===== src/rtl/serial_rf_transmitter.sv =====
// Serial RF link transmitter: frames one byte as preamble, start, 8 data bits
// (LSB first), optional even parity and stop, at BIT_CYCLES clocks per bit.
//
// state      | meaning
// S_IDLE     | line idle at 1, waiting for Send
// S_PREAMBLE | alternating 0,1,... slicer training bits
// S_START    | start bit (0)
// S_DATA     | 8 data bits, shift register LSB first
// S_PARITY   | even parity of the latched byte
// S_STOP     | stop bit (1); its terminal count pulses Done
module serial_rf_transmitter #(
  parameter int unsigned BIT_CYCLES   = 4166667,
  parameter int unsigned PREAMBLE_LEN = 8,
  parameter bit          PARITY_EN    = 1'b1
) (
  input  logic       Clk,
  input  logic       Rst_n,
  input  logic [7:0] Data,
  input  logic       Send,
  output logic       SB,
  output logic       Busy,
  output logic       Done
);

  localparam int unsigned      BIT_W     = $clog2(PREAMBLE_LEN + 12);
  localparam logic [31:0]      DIV_LAST  = 32'(BIT_CYCLES - 1);
  localparam logic [BIT_W-1:0] PRE_LAST  = BIT_W'(PREAMBLE_LEN - 1);
  localparam logic [BIT_W-1:0] DATA_LAST = BIT_W'(7);
  localparam logic [BIT_W-1:0] BIT_ONE   = BIT_W'(1);

  typedef enum logic [2:0] {
    S_IDLE, S_PREAMBLE, S_START, S_DATA, S_PARITY, S_STOP
  } state_t;

  state_t           r_state;
  logic [31:0]      r_div;
  logic [BIT_W-1:0] r_bit_idx;
  logic [7:0]       r_shift;
  logic             r_parity;
  logic             r_sb;
  logic             r_busy;
  logic             r_done;
  logic             w_tc;

  assign w_tc = (r_div == DIV_LAST);
  assign SB   = r_sb;
  assign Busy = r_busy;
  assign Done = r_done;

  always_ff @(posedge Clk or negedge Rst_n) begin
    if (!Rst_n) begin
      r_state   <= S_IDLE;
      r_div     <= '0;
      r_bit_idx <= '0;
      r_shift   <= '0;
      r_parity  <= 1'b0;
      r_sb      <= 1'b1;
      r_busy    <= 1'b0;
      r_done    <= 1'b0;
    end else begin
      r_done <= 1'b0;
      if (r_state == S_IDLE) begin
        r_div <= '0;
        if (Send) begin
          r_shift   <= Data;
          r_parity  <= ^Data;
          r_bit_idx <= '0;
          r_busy    <= 1'b1;
          // Both the preamble and the start bit begin with 0.
          r_sb      <= 1'b0;
          r_state   <= (PREAMBLE_LEN == 0) ? S_START : S_PREAMBLE;
        end
      end else if (!w_tc) begin
        r_div <= r_div + 32'd1;
      end else begin
        r_div <= '0;
        case (r_state)
          S_PREAMBLE: begin
            if (r_bit_idx == PRE_LAST) begin
              r_state   <= S_START;
              r_bit_idx <= '0;
              r_sb      <= 1'b0;
            end else begin
              r_bit_idx <= r_bit_idx + BIT_ONE;
              r_sb      <= ~r_sb;
            end
          end
          S_START: begin
            r_state   <= S_DATA;
            r_bit_idx <= '0;
            r_sb      <= r_shift[0];
            r_shift   <= {1'b0, r_shift[7:1]};
          end
          S_DATA: begin
            if (r_bit_idx == DATA_LAST) begin
              r_bit_idx <= '0;
              if (PARITY_EN) begin
                r_state <= S_PARITY;
                r_sb    <= r_parity;
              end else begin
                r_state <= S_STOP;
                r_sb    <= 1'b1;
              end
            end else begin
              r_bit_idx <= r_bit_idx + BIT_ONE;
              r_sb      <= r_shift[0];
              r_shift   <= {1'b0, r_shift[7:1]};
            end
          end
          S_PARITY: begin
            r_state <= S_STOP;
            r_sb    <= 1'b1;
          end
          S_STOP: begin
            r_state <= S_IDLE;
            r_busy  <= 1'b0;
            r_done  <= 1'b1;
            r_sb    <= 1'b1;
          end
          default: begin
            r_state <= S_IDLE;
            r_busy  <= 1'b0;
            r_sb    <= 1'b1;
          end
        endcase
      end
    end
  end

endmodule

===== config.mk =====
export PLATFORM = sky130hd
export DESIGN_NAME = serial_rf_transmitter
export DESIGN_NICKNAME = d
export VERILOG_FILES = /design/src/rtl/serial_rf_transmitter.sv
export SDC_FILE = /design/constraint.sdc
export NUM_CORES = 1
export LEC_CHECK = 0
export ABC_AREA = 0
export BUFFER_PORTS_ARGS = -buffer_cell sky130_fd_sc_hd__buf_2
export CORE_ASPECT_RATIO = 0.6
export CORE_UTILIZATION = 55
export DETAILED_ROUTE_END_ITERATION = 7
export PLACE_DENSITY = 0.82
export SETUP_SLACK_MARGIN = 0.05
export SYNTH_ARGS = -nofsm -noshare
export SYNTH_HDL_FRONTEND = slang
export SYNTH_SLANG_ARGS = --single-unit

===== constraint.sdc =====
create_clock -name Clk -period 2.6 [get_ports Clk]
set_input_delay 0.52 -clock Clk [delete_from_list [all_inputs] [get_ports Clk]]
set_output_delay 0.52 -clock Clk [all_outputs]
set_load 0.01 [all_outputs]

## Word level (Yosys, flattened, before mapping)

Cells that the tools add are included.

- Register bits: 52
- Input bits: 11
- Word-level logic and storage cells: 67

- Add/sub/neg operators: 2
- Eq/ne operators: 12
- Muxes and demuxes: 31
- Bitwise gates (word level): 1
- Reduce and logical (&&, ||, !) cells: 13

Operator list:

| cell | count |
|---|---|
| $mux W32 | 2 |
| $add A32 B1 Y32 const B | 1 |
| $eq A32 B22 Y1 const B | 1 |
| $mux W8 | 4 |
| $mux W5 | 4 |
| $pmux W8 S2 | 1 |
| $mux W3 | 5 |
| $mux W1 | 12 |
| $pmux W3 S4 | 1 |
| $pmux W5 S2 | 1 |
| $ne A3 B3 Y1 const B | 3 |
| $reduce_and A4 Y1 | 2 |
| $reduce_xor A8 Y1 | 1 |
| $eq A3 B2 Y1 const B | 2 |
| $eq A3 B3 Y1 const B | 2 |
| $reduce_and A3 Y1 | 2 |
| $reduce_bool A3 Y1 | 2 |
| $add A5 B1 Y5 const B | 1 |
| $eq A5 B3 Y1 const B | 1 |
| $reduce_and A2 Y1 | 2 |
| $reduce_or A4 Y1 | 1 |
| $eq A3 B1 Y1 const B | 1 |
| $logic_not A3 Y1 | 1 |
| $pmux W1 S3 | 1 |
| 5 further kinds | 5 |

## Longest topological paths before layout

Gate-level depths: netlist of the first run.

- Depth in word-level cells: 5
- Gate-level depth with buffers: 8
- Gate-level depth less buffers: 7

## Worst setup path after synthesis of the first run

OpenSTA, ideal clock, no wires.

- Path kind: reg2reg
- Start: register r_div[23]
- End: register r_bit_idx[4]
- Library setup time: 0.068 ns
- Arrival time: 2.508 ns
- Required time: 2.532 ns
- Path slack: 0.024 ns
- Stages on the path, launching flop included: 8
- Path buffers: 2
- Path through: dfrtp_1 -> buf_6 -> or4_1 -> or4_4 -> or4_1 -> buf_2 -> a2111o_1 -> nand3_1

- Word-level cells in the longest chain between the ends: 3

RTL lines:

| item | RTL line | source |
|---|---|---|
| start, declared | 36 | `logic [31:0] r_div;` |
| start signal, assigned | 74 | `r_div <= r_div + 32'd1;` |
| $eq A32 B22 Y1 | 45 | `assign w_tc = (r_div == DIV_LAST);` |
| $reduce_bool A2 Y1 (no line) | n/a |  |
| $reduce_and A3 Y1 (no line) | n/a |  |
| end signal, assigned | 84 | `r_bit_idx <= r_bit_idx + BIT_ONE;` |
| end signal, assigned | 105 | `r_bit_idx <= r_bit_idx + BIT_ONE;` |
| end, declared | 37 | `logic [BIT_W-1:0] r_bit_idx;` |

Every way passes these cells.
A chain may end at the register's enable or synchronous reset.

## Final worst setup path of the first run

- Start: register r_div[24]
- End: register r_bit_idx[4]

Same word-level chain as after synthesis.

==> run metrics, run 1 <==
status=completed; Hold/Removal Path Class=in -> async; Iter 0 DRT Violations=143; area grow syn2layout=11.4%; Slew headroom=56.5%; largest net degree at the start of global routing=53; fmax=0.394 GHz; Die X=94.0 um; Cells after Synth=306; xor-xnor portion of the synthesized cell area=10.7%; CTS Root Cell=clkbuf_8; CP startpoint kind=flop; CP arrival=2790 ps; logic gate share of total power=11.8%; Cell Area, Synth=2790 sq um; GR Overflow Total=0; Clock Sinks=52; clock skew=4.65 ps; ant diodes=0; Tot Pwr=0.00173 W; Synth top area share=45.7%; Leak=1.38 nW; Die Span Y=57.2 um; Bufs on Longest Clock Path=2; Rows=19; ANT nets after route=0; Synth Area in Adders=1.34%; Vias/cell=5.84; sequential area share after synthesis=46.6%; Synth Area in Simple Gates=28.3%; Via Count=2290; Slew Limit Fails=0; Cell variety after synth=41; Setup Crit Path Kind=reg -> reg; worst-path fanout max=5; Worst-Margin Slew=653 ps; clock power share=32.3%; power density over the cells=557 nW/um^2; Final Non-Filler Cells=392; first-pass GRT wire length=9.99 mm; largest family of logic cells by synthesized area=simple AND/OR/NAND/NOR gates; post-synthesis mux area share=3.23%; maxcap violations=0; period utilization=97.6%; TritonCTS clock tree=built; number of synthesized flops with an enable pin=0; Synth Net Count=320; Reg clk slew, reported paths=100 ps; dpl cells=384; Area contributors post-synth=dfrtp_1 (46%), xnor2_1 (7.2%), nor2_1 (5.6%); synthesized flop and latch total=52; HPWL after DPL=4.22 mm; Worst EP required=2850 ps; vias in the first global route=2037; initial antenna violation count=0; CP Capture Type=flop; Pint=0.00127 W; Ports=14; Primary FF master, synth=dfrtp_1; core area=4730 sq um; RSZ-0062 raised after global routing=true; routed length per instance=15.1 um; Max VDD drop=0.000294 V; Initial Util=59.0%; clk_lat worst skew=310 ps; synthesis warning total=0; Switching Fraction=26.7%; P_sw=0.000464 W; drt pass-1 iters=4; Global Route Usage Sum=24.2%; nets=342; H-Tree Depth=2; final RePlAce weighted congestion=0.812; share of layout cells above drive strength 1=15.8%; Seq pwr share=55.9%; Port Buf Inserts=13; cell taking the most area after synthesis=dfrtp_1; final WL=5.93 mm; Post-route DRC=0; fin crit period=2540 ps; total CTS buffers=5; asr flop ratio synth=100%; Die ar.=5380 sq um; compound-gate portion of the synthesized area=6.68%; Setup violations, final=0; setup TNS=0 ps; final hold violation count=0; synthesized area per cell=9.13 sq um
-- cells in the mapped netlist, drive strengths merged (8+ instances only) --
library cell / n
clkbuf: 9
xor2: 11
mux2: 8
nand4: 13
xnor2: 23
o21ai: 12
nand3: 20
nand2: 41
nor3: 9
nor2: 42
nor4: 11
dfrtp: 51
inv: 9
-- per-layer routing --
layer  global-route usage [%]  wire length (um)  part of all wire (%)  up-vias
li1                         -                 -                     -     1118
met1                     39.0              3100                    52     1109
met2                     33.3              2490                    42       58
met3                     4.80               306                   5.2        5
met4                     5.49                32                  0.54        0
met5                        0                 0                     0        -
-- layout by cell type, fill, tap and decap left out, types with 10 or more instances in the layout --
master | synthesis | routed
dfrtp_1 | 51 | 51
nor2_1 | 42 | 42
nand2_1 | 41 | 41
xnor2_1 | 23 | 23
nand3_1 | 20 | 19
buf_4 | 0 | 14
nand4_1 | 13 | 13
buf_2 | 2 | 13
nor4_1 | 11 | 11
xor2_1 | 11 | 11
o21ai_0 | 11 | 10
-- power by group through the flow --
| stage | clock (W) | sequential, W | combinational [W] |
|---|---|---|---|
| 4_1_cts | 0.000563 | 0.000968 | 0.000208 |
| 2_1_floorplan | 0 | 0.000963 | 0.000150 |
| 6_report | 0.000560 | 0.000969 | 0.000205 |
| 3_5_place_dp | 0 | 0.000982 | 0.000208 |
| 5_1_grt | 0.000598 | 0.000987 | 0.000234 |
| 3_3_place_gp | 0 | 0.000980 | 0.000197 |
-- metrics by stage --
step           setup WS, ps  util (%)  hold WS (ps)  area [sq um]
2_1_floorplan          23.7         -           224          2790
3_3_place_gp           97.2      63.1           471          2990
3_5_place_dp           36.0      63.1           481          2990
4_1_cts                73.9      65.6           338          3100
5_1_grt                21.1      65.7           377          3110
6_report               62.2      65.7           311          3110
-- state kept, by name, summed over array words and instances (netlist names) --
signal     flops
r_shift        8
r_state        3
r_div         32
r_parity       1
SB             1
r_bit_idx      5
Done           1
Busy           1
-- repair_timing --
action                     4_1_cts  5_1_grt
buffers inserted                 0        0
setup endpoints to repair        2       10
pin swaps                        0        1
hold buffers                     0        0
resized for setup                2        3
-- cell type report --
type	instances	area, sq um
Clock buffer	6	72.6
Clock inverter	2	35.0
Fill cell	364	1620
Inverter	9	33.8
Multi-Input combinational cell	233	1420
Sequential cell	52	1300
Tap cell	63	78.8
Timing Repair Buffer	27	170
-- critical path, cell delays in order (launching register included) --
cell and delay (ps):
dfrtp_1 400, or4_4 540, or4_4 580, or4_4 450, a2111o_1 420, nand3_1 80
-- cells by family after synthesis --
group / Yosys count
and+or+nand+nor: 160
buffers and inverters: 21
DFF: 52
muxes: 8
xor gates and xnor gates: 34
AOI/OAI and AO/OA: 28
adders and majority gates: 3
-- path summary, 6_finish.rpt --
kind | from | end | slack, ps | cells after the start
worst max register to register | r_div[24] | r_bit_idx[4] | 60 | 5
min in group Clk | r_shift[7] | r_shift[7] | 500 | 1
max in group asynchronous | Rst_n | r_div[21] | 1860 | 2
worst min register to register | r_shift[7] | r_shift[7] | 500 | 1
worst min-delay path | Rst_n | r_div[7] | 310 | 2
worst max-delay path | r_div[24] | r_bit_idx[4] | 60 | 5
Note: power is estimated with default switching activity, not from simulation.
==> run 2, diff against run 1 <==
Settings changed: CORE_UTILIZATION 55 to 40, PLACE_DENSITY 0.82 to 0.62.
Clock period 2.6 ns to 2.5 ns, I/O delays scaled along.
==> run 2 against run 1 <==
Against the previous run:
- sequential power increased by 4%
- core utilization fell by 17 points
- die area rose by 36%
- combinational power grew 4%
- fmax rose by 3.3%
- critical endpoint unchanged
==> run metrics, run 2 (synthesized netlist as in run 1, its figures left out) <==
CP Capture Type=flop; final hold violation count=0 (unchanged); ANT nets after route=0 (unchanged); Post-route DRC=0 (unchanged); area grow syn2layout=17.8%; Worst-Margin Slew=642 ps (-11.0 ps); slowest stage delay, CP=550 ps (-30 ps); vias in the first global route=1964 (-3.6%); Ports=14 (unchanged); final RePlAce weighted congestion=0.835 (+2.8%); dpl cells=412 (+7.3%); crit path from=r_div[25]; Cell Area, Placed=3060 sq um (+2.4%); Clock Sinks=52 (unchanged); CP top delay family=simple AND/OR/NAND/NOR gates; worst-path fanout max=3 (-2); power density over the cells=610 nW/um^2 (+9.4%); largest net degree at the start of global routing=34 (-36%); CTS Root Cell=clkbuf_16; share of layout cells above drive strength 1=18.3% (+2.5 points); fmax=0.407 GHz (+3.3%); CP arrival=2690 ps (-100 ps); Port Buf Inserts=13 (unchanged); WP buf/inv=0 (unchanged); Setup Crit Path Kind=reg -> reg; Initial Util=41.6% (-17 points); Reg clk slew, reported paths=70 ps (-30 ps); met2 Use GR=22.1% (-11 points); clk_lat worst skew=300 ps (about the same); top flop regs=r_div: 32 flops, r_shift: 8 flops, r_bit_idx: 5 flops; status=completed; Die ar.=7330 sq um (+36%); flop-to-flop setup slack=40 ps (-20 ps); most flop-heavy register=r_div; Final Non-Filler Cells=421 (+7.4%); total CTS buffers=5 (unchanged); H-Tree Depth=2 (unchanged); Die Span Y=66.7 um (+17%); most used cell, CP=or4_4; CP max-delay cell=or4_4; drt pass-1 iters=4 (unchanged); Tot Pwr=0.00201 W (+16%); fin crit period=2460 ps (-81.6 ps); met1 GRT Util=29.0% (-10 points); crit path cell chain=or4b_4, or4_4, or4_4, a2111o_1, nand3_1; Slew Limit Fails=0 (unchanged); ant diodes=0 (unchanged); period utilization=98.2% (+0.64 points); maxcap violations=0 (unchanged); Die X=110 um (+17%); HPWL after DPL=4.20 mm (-0.52%); initial antenna violation count=0 (unchanged); Slew headroom=57.2% (+0.73 points); worst reg2reg path startpoint=r_div[25]; final WL=6.08 mm (+2.5%); routed length per instance=14.4 um (-4.5%); Iter 0 DRT Violations=81 (-43%); post-route cell area=3290 sq um (+5.8%); TritonCTS clock tree=built; RSZ-0062 raised after global routing=true; most frequent cells in the layout=dfrtp_1 (51), nor2_1 (42), nand2_1 (41); Via Count=2224 (-2.9%); Worst EP required=2730 ps (-120 ps); Global Route Usage Sum=18.1% (-6.1 points); Hold/Removal Path Class=in -> async; GR peak layer=met1; nets=347 (+1.5%); core area=6710 sq um (+42%); Rows=23 (+4); Max VDD drop=0.000367 V (+25%); Setup violations, final=0 (unchanged); CP startpoint kind=flop; max reg flops=32 (unchanged); first-pass GRT wire length=9.85 mm (-1.5%); commonest non-fill, non-tap cell in the layout=dfrtp_1; Vias/cell=5.28 (-9.6%); clock skew=8.73 ps (+4.09 ps); Leak=1.44 nW (+4.4%); Bufs on Longest Clock Path=2 (unchanged); GR met3 Demand/Resource=5.09% (+0.29 points); GR Overflow Total=0 (unchanged)
-- run 2: cell count changes in the layout (fill, tap and decap cells not counted), moves of 2 or more --
cell,before,now
nor4_1,11,9
clkbuf_16,0,5
buf_4,14,18
clkbuf_8,5,0
-- run 2: cell type report --
class	count	area (sq um)
inverters	9	33.8
flip-flops and latches	52	1300
multi-input cells	233	1460
clock buffers	6	129
repair buffers	32	220
fillers	620	3420
clock inverters	2	35.0
well taps	87	109
-- run 2: final timing paths --
check	to	cells past startpoint
worst max-delay path	r_bit_idx[4]	5
min in group Clk	r_parity	2
worst min-delay path	r_bit_idx[2]	1
worst min register to register	r_parity	2
max in group asynchronous	r_div[7]	2
worst max register to register	r_bit_idx[4]	5
-- run 2: what timing repair did --
| item | 4_1_cts | 5_1_grt |
|---|---|---|
| hold buffers | 0 | 0 |
| pin swaps | 2 | 0 |
| setup endpoints to repair | 5 | 14 |
| resized for setup | 3 | 10 |
| buffers inserted | 1 | 0 |
-- run 2: where the power goes --
group	switching, W	leakage [nW]	internal (W)
clock	0.000312	0.0808	0.000472
combinational	0.000106	0.678	0.000108
sequential	0.0000901	0.678	0.000918
-- run 2: metal layers --
metal / part of all wire, % / wire [um]
met3: 3.8 / 232
met5: 0 / 0
met2: 38 / 2320
met1: 57 / 3450
met4: 1.3 / 80
-- run 2: through the flow --
stage / setup WS [ps] / util (%) / setup TNS, ps / hold slack, ps
after detailed placement: -20.3 / 45.6 / -20.3 / 479
final: 43.8 / 49.1 / 0 / 226
after floorplan: -76.3 / - / -76.3 / 204
after global placement: -3.20 / 45.6 / -3.20 / 471
after global routing: -0.530 / 49.1 / -0.530 / 275
after CTS: 51.2 / 48.3 / 0 / 245
